<file path="src/rtl/fetch_pkg.sv">
// rtl/fetch_pkg.sv - shared types and constants for the instruction-fetch front end
package fetch_pkg;

  localparam int FETCH_XLEN  = 32;
  localparam int INSTR_BYTES = 4;
  localparam logic [31:0] NOP_INSTR = 32'h00000013;

  typedef struct packed {
    logic [FETCH_XLEN-1:0] pc;
    logic [31:0]           instr;
  } fetch_entry_t;

endpackage

</file>
<file path="src/rtl/fetch_buffer.sv">
// rtl/fetch_buffer.sv - power-of-two FIFO of fetched {pc, instr} entries; flush beats push/pop
module fetch_buffer
  import fetch_pkg::*;
#(
  parameter int DEPTH = 2
) (
  input  logic                   clk,
  input  logic                   reset,
  input  logic                   flush,
  input  logic                   push,
  input  logic                   pop,
  input  fetch_entry_t           din,
  output logic [$clog2(DEPTH):0] count,
  output fetch_entry_t           head
);

  localparam int PW = $clog2(DEPTH);

  fetch_entry_t    mem [DEPTH];
  logic [PW-1:0]   rd_ptr;
  logic [PW-1:0]   wr_ptr;
  logic [PW:0]     count_q;

  always_ff @(posedge clk) begin
    if (reset) begin
      rd_ptr  <= '0;
      wr_ptr  <= '0;
      count_q <= '0;
      // Cleared so the head reads as zero straight out of reset.
      for (int i = 0; i < DEPTH; i++) mem[i] <= '0;
    end else if (flush) begin
      rd_ptr  <= '0;
      wr_ptr  <= '0;
      count_q <= '0;
    end else begin
      if (push) begin
        mem[wr_ptr] <= din;
        wr_ptr      <= wr_ptr + 1'b1;
      end
      if (pop) rd_ptr <= rd_ptr + 1'b1;
      count_q <= count_q + {{PW{1'b0}}, push} - {{PW{1'b0}}, pop};
    end
  end

  assign count = count_q;
  assign head  = mem[rd_ptr];

endmodule

</file>
<file path="src/rtl/fetch_stage.sv">
// rtl/fetch_stage.sv - PC, next-PC masking and fetch buffer toward decode; option FETCH_MISALIGN_CHECK_EN
module fetch_stage
  import fetch_pkg::*;
#(
  parameter int               XLEN       = 32,
  parameter logic [XLEN-1:0]  RESET_PC   = '0,
  parameter int               IMEM_BYTES = 32,
  parameter int               DEPTH      = 2
) (
  input  logic            clk,
  input  logic            reset,
  output logic [XLEN-1:0] imem_pc,
  input  logic [31:0]     imem_instr,
  input  logic            fetch_en,
  input  logic            redirect_valid,
  input  logic [XLEN-1:0] redirect_pc,
  output logic            out_valid,
  input  logic            out_ready,
  output logic [31:0]     out_instr,
  output logic [XLEN-1:0] out_pc,
  output logic            fault
);

  localparam logic [XLEN-1:0] PC_MASK = XLEN'(IMEM_BYTES - 1);
  localparam int              CW      = $clog2(DEPTH) + 1;

  logic [XLEN-1:0] pc_q;
  logic [XLEN-1:0] next_pc;
  logic [XLEN-1:0] redirect_target;
  logic [CW-1:0]   count;
  logic            push;
  logic            pop;
  logic            fault_q;
  fetch_entry_t    wr_entry;
  fetch_entry_t    head;

  assign next_pc = (pc_q + XLEN'(INSTR_BYTES)) & PC_MASK;
  assign pop     = out_valid & out_ready;
  // A full buffer still accepts a word when the head leaves in the same cycle.
  assign push    = fetch_en & ~fault_q & ~redirect_valid & ((count < CW'(DEPTH)) | pop);

`ifdef FETCH_MISALIGN_CHECK_EN
  assign redirect_target = redirect_pc & PC_MASK;

  always_ff @(posedge clk) begin
    if (reset)               fault_q <= 1'b0;
    else if (redirect_valid) fault_q <= |redirect_pc[1:0];
  end
`else
  assign redirect_target = redirect_pc & PC_MASK & ~XLEN'(INSTR_BYTES - 1);
  assign fault_q         = 1'b0;
`endif

  always_ff @(posedge clk) begin
    if (reset)               pc_q <= RESET_PC;
    else if (redirect_valid) pc_q <= redirect_target;
    else if (push)           pc_q <= next_pc;
  end

  always_comb begin
    wr_entry       = '0;
    wr_entry.pc    = pc_q;
    wr_entry.instr = imem_instr;
  end

  fetch_buffer #(
    .DEPTH (DEPTH)
  ) u_buffer (
    .clk   (clk),
    .reset (reset),
    .flush (redirect_valid),
    .push  (push),
    .pop   (pop),
    .din   (wr_entry),
    .count (count),
    .head  (head)
  );

  assign imem_pc   = pc_q;
  assign out_valid = (count != '0);
  assign out_instr = head.instr;
  assign out_pc    = head.pc;
  assign fault     = fault_q;

endmodule
</file>
<file path="config.mk">
export PLATFORM = sky130hd
export DESIGN_NAME = fetch_stage
export DESIGN_NICKNAME = d
export VERILOG_FILES = /design/src/rtl/fetch_pkg.sv /design/src/rtl/fetch_buffer.sv /design/src/rtl/fetch_stage.sv
export SDC_FILE = /design/constraint.sdc
export NUM_CORES = 1
export LEC_CHECK = 0
export CORE_MARGIN = 2
export CORE_UTILIZATION = 40
export CTS_CLUSTER_SIZE = 28
export DETAILED_ROUTE_END_ITERATION = 6
export PLACE_DENSITY = 0.76
export SYNTH_ARGS = -nofsm -noshare
export SYNTH_HDL_FRONTEND = slang
export SYNTH_SLANG_ARGS = --single-unit
</file>
<file path="constraint.sdc">
create_clock -name clk -period 2.45 [get_ports clk]
set_input_delay 0.3675 -clock clk [delete_from_list [all_inputs] [get_ports clk]]
set_output_delay 0.3675 -clock clk [all_outputs]
set_load 0.05 [all_outputs]
</file>
==> results.txt <==
The sequential cell area fraction in the yosys report came out at 56.91%. The number of DRC violations after detailed-routing iteration 0 is 92. The weighted congestion reported at the end of routability-driven placement is 0.7463. The sum of internal, switching and leakage power is 3.230 mW. The library cells used most frequently in the layout, excluding fill and tap cells, are sky130_fd_sc_hd__edfxtp_1 (70), sky130_fd_sc_hd__conb_1 (59), sky130_fd_sc_hd__and2_2 (56). Headroom to the max-slew limit came out at 63.59%. The average detailed-routed wire length per instance came out at 13.42 um. The worst setup path is of the register to primary output kind. The H-tree generated during clock tree synthesis spans 3 levels. The slew at the pin closest to its max-slew limit is 544.4 ps.

The total overflow left after global routing is 0. The total of warnings raised by yosys is 0. The hold violation total from the final report came out at 0.

The chip width is 103.7 um. The tree built by TritonCTS fans out to 78 sinks. For this run, the top clock speed supported by timing is 484.6 MHz. The number of distinct library cell variants in the gate-level netlist after synthesis came out at 33. Setup repair after global routing left no endpoint under its margin. The final standard cell utilization of the core came out at 49.92%.

The maximum number of pins on one net before global-route repair is 36. The sum of buffers and inverters on the critical path came out at 1. TritonCTS built the clock tree.

The wire length reported by the detailed router is 6977 um. The count of TritonRoute iterations in the first routing pass came out at 4. The quantity of I/O buffers inserted on ports is 78.

The number of stages on the worst hold path came out at 2. The data required time of the critical path is 2080 ps. The clock insertion delay at the later pin of the skew report came out at 340 ps. The number of global-route vias before repair came out at 2235. The total cell area at the placement stage came out at 0.004646 mm^2. The total standard cell area after synthesis is 0.003975 mm^2. The number of instances in the placed design came out at 505.

The quantity of hold-fixing buffers added after cts is 0. For this run, design rule violations remaining after detail routing come to 0. Buffers added to address setup during post-CTS repair amount to 0. The final worst hold slack came out at 522.5 ps. In this run, post-CTS repair resized a total of 0 instances. The part of the cycle the worst path needs is 84.23%. Among cell families on the critical path, the largest total delay comes from buffers and inverters. Clock skew on the completed layout was measured at 6.076 ps.

0 antenna diodes ended up in the layout. After synthesis, the largest family of logic cells by area is simple AND/OR/NAND/NOR gates. The post-synthesis simple-gate area fraction came out at 16.49%.

The clock root buffer is sky130_fd_sc_hd__clkbuf_8. The final instance area is 0.004857 mm^2. The worst setup slack before clock tree synthesis came out at 235.9 ps. The fraction of synthesized area in multiplexers is 9.915%. The arithmetic-cell share of the synthesized area counting full adders, half adders and majority gates came out at 0.9443%. STA classifies the critical path endpoint as a primary output.

The critical path goes through or2_2 > clkdlybuf4s50_1. The critical path crosses 2 cells after its start point. STA classifies the critical path startpoint as a register. The die boundary height is 103.7 um.

The core outline area came out at 0.009729 mm^2. The number of max-slew violations in the final report is 0. The clock-pin slew on the worst setup and hold paths is 70 ps. The slowest stage of the critical path belongs to the cell sky130_fd_sc_hd__clkdlybuf4s50_1. The global-route usage over all layers is 13.44%. The global-route wire length before repair is 11200 um. The final sum of negative setup slack is 0 ps. The peak supply drop came out at 226.6 uV. The total power density per cell area came out at 665.0 mW/mm^2. The final HPWL from detailed placement came out at 4485 um. The largest stage delay on the critical path came out at 820 ps. The overall die area is 0.01075 mm^2. The compound-gate portion of the synthesized area came out at 2.046%. The clock period minus final worst setup slack is 2064 ps. The maximum fanout encountered on the critical timing path is 6.

The number of top-level design ports is 167. The total number of placement rows came out at 36. The per-cell via count in the routed design came out at 4.352. The longest clock path from root to sink contains 2 buffers. The cell count of the worst reg-to-reg path is 4.

The number of nets at the end of the flow came out at 455. After Yosys synthesis, XOR and XNOR cells account for 0.4407% of the synthesized area. Once the floorplan was initialized, standard cells occupied 40.86% of the core. The worst min-delay path class is register to register.

The final cell count without fillers is 520. The number of clock buffers added by TritonCTS is 9. The number of nets still failing antenna checks after routing came out at 0. Data on the critical path arrives at its endpoint at 1700 ps. The leakage dissipation is 2.031 nW. The overall via count from detail_route is 2263. Setup violations remaining at the end of the flow were counted as 0. The gate count of the mapped netlist came out at 298. Cells with a size suffix above 1 make up 40.57% of the layout. The initial antenna violation count came out at 0.

The mean area per synthesized cell is 13.34 um^2. The signed area change from the synthesized netlist to the final layout is 22.19%. The number of synthesized register bits is 78. The run finished with clean final reports.

The max-cap check violation count is 0. The most common cell after layout, fill and taps aside is sky130_fd_sc_hd__edfxtp_1. The slack of the critical path is 386.5 ps.
layer usage:
metal / up-vias / GRT usage (%) / wire [um]
met3: 12 / 3.335 / 434
met1: 1083 / 14.91 / 2781
met4: 0 / 5.888 / 142
met2: 95 / 24.36 / 3619
met5: - / 0 / 0
li1: 1073 / - / -
area by class of cell:
class	instances	area, um^2
clock buffer	9	123.9
clock inverter	6	87.58
fill	869	4872
inverter	6	22.52
multi-input combinational	201	1408
sequential	78	2263
tap	133	166.4
timing repair buffer	87	785.8
registers in the layout, summed over array words and instances (netlist names), named ones only:
| register | flops |
|---|---|
| imem_pc | 3 |
| u_buffer.count | 2 |
| u_buffer.mem | 70 |
| u_buffer.rd_ptr | 1 |
| u_buffer.wr_ptr | 1 |
worst register-to-register path, stage by stage, from the launching register on:
cell and delay [ps]:
sky130_fd_sc_hd__dfxtp_1 350, sky130_fd_sc_hd__and2b_2 280, sky130_fd_sc_hd__nor3_1 300, sky130_fd_sc_hd__a21o_2 210, sky130_fd_sc_hd__buf_12 230
power breakdown:
group	total (mW)	leakage [nW]	switching, mW	internal, mW
combinational	0.676	1.12	0.484	0.191
clock	1.01	0.109	0.447	0.568
sequential	1.54	0.801	0.0208	1.52
total	3.23	2.03	0.952	2.28
final timing paths:
check | start | end | slack [ps]
setup / recovery | u_buffer.count[1]$_SDFF_PP0_ | out_valid | 390
setup reg to reg | u_buffer.count[1]$_SDFF_PP0_ | u_buffer.mem[0][17]$_SDFFCE_PN0P_ | 760
hold / removal | u_buffer.rd_ptr$_SDFFE_PP0P_ | register | 520
hold reg to reg | u_buffer.rd_ptr$_SDFFE_PP0P_ | register | 520
Yosys cell counts:
cell | number | share of area [%]
sky130_fd_sc_hd__nor4b_1 | 2 | 0.44
sky130_fd_sc_hd__clkbuf_2 | 6 | 0.76
sky130_fd_sc_hd__conb_1 | 1 | 0.094
sky130_fd_sc_hd__xor2_1 | 1 | 0.22
sky130_fd_sc_hd__dfxtp_1 | 8 | 4.0
sky130_fd_sc_hd__a31oi_1 | 1 | 0.16
sky130_fd_sc_hd__a221oi_1 | 1 | 0.22
sky130_fd_sc_hd__and2b_2 | 1 | 0.22
sky130_fd_sc_hd__edfxtp_1 | 70 | 53
sky130_fd_sc_hd__nor2_1 | 5 | 0.47
sky130_fd_sc_hd__or2_2 | 1 | 0.16
sky130_fd_sc_hd__and2_1 | 16 | 2.5
sky130_fd_sc_hd__nor3_1 | 2 | 0.25
sky130_fd_sc_hd__ha_1 | 3 | 0.94
sky130_fd_sc_hd__buf_2 | 4 | 0.50
sky130_fd_sc_hd__a21o_2 | 2 | 0.44
sky130_fd_sc_hd__nand3_1 | 1 | 0.13
sky130_fd_sc_hd__a21oi_1 | 1 | 0.13
sky130_fd_sc_hd__clkbuf_1 | 2 | 0.19
sky130_fd_sc_hd__nand2b_1 | 1 | 0.16
sky130_fd_sc_hd__mux2_2 | 35 | 9.9
sky130_fd_sc_hd__a311oi_1 | 1 | 0.22
sky130_fd_sc_hd__o21ai_0 | 2 | 0.25
sky130_fd_sc_hd__o21a_1 | 1 | 0.19
sky130_fd_sc_hd__nand2_1 | 2 | 0.19
sky130_fd_sc_hd__or2_0 | 1 | 0.16
sky130_fd_sc_hd__a2111oi_0 | 2 | 0.44
sky130_fd_sc_hd__buf_4 | 59 | 11
sky130_fd_sc_hd__nor2b_1 | 1 | 0.16
sky130_fd_sc_hd__nor4_4 | 2 | 1.1
sky130_fd_sc_hd__xnor2_1 | 1 | 0.22
sky130_fd_sc_hd__and2_2 | 56 | 11
sky130_fd_sc_hd__inv_1 | 6 | 0.57
kinds of logic after synthesis:
| family | after synthesis |
|---|---|
| AND/OR/NAND/NOR | 91 |
| AO/OA/AOI/OAI | 11 |
| flip-flops | 78 |
| XOR/XNOR | 2 |
| buffers and inverters | 77 |
| multiplexers | 35 |
| other | 1 |
| adder cells (fa/ha/maj) | 3 |
No activity file was read; power rests on OpenSTA's default activity.
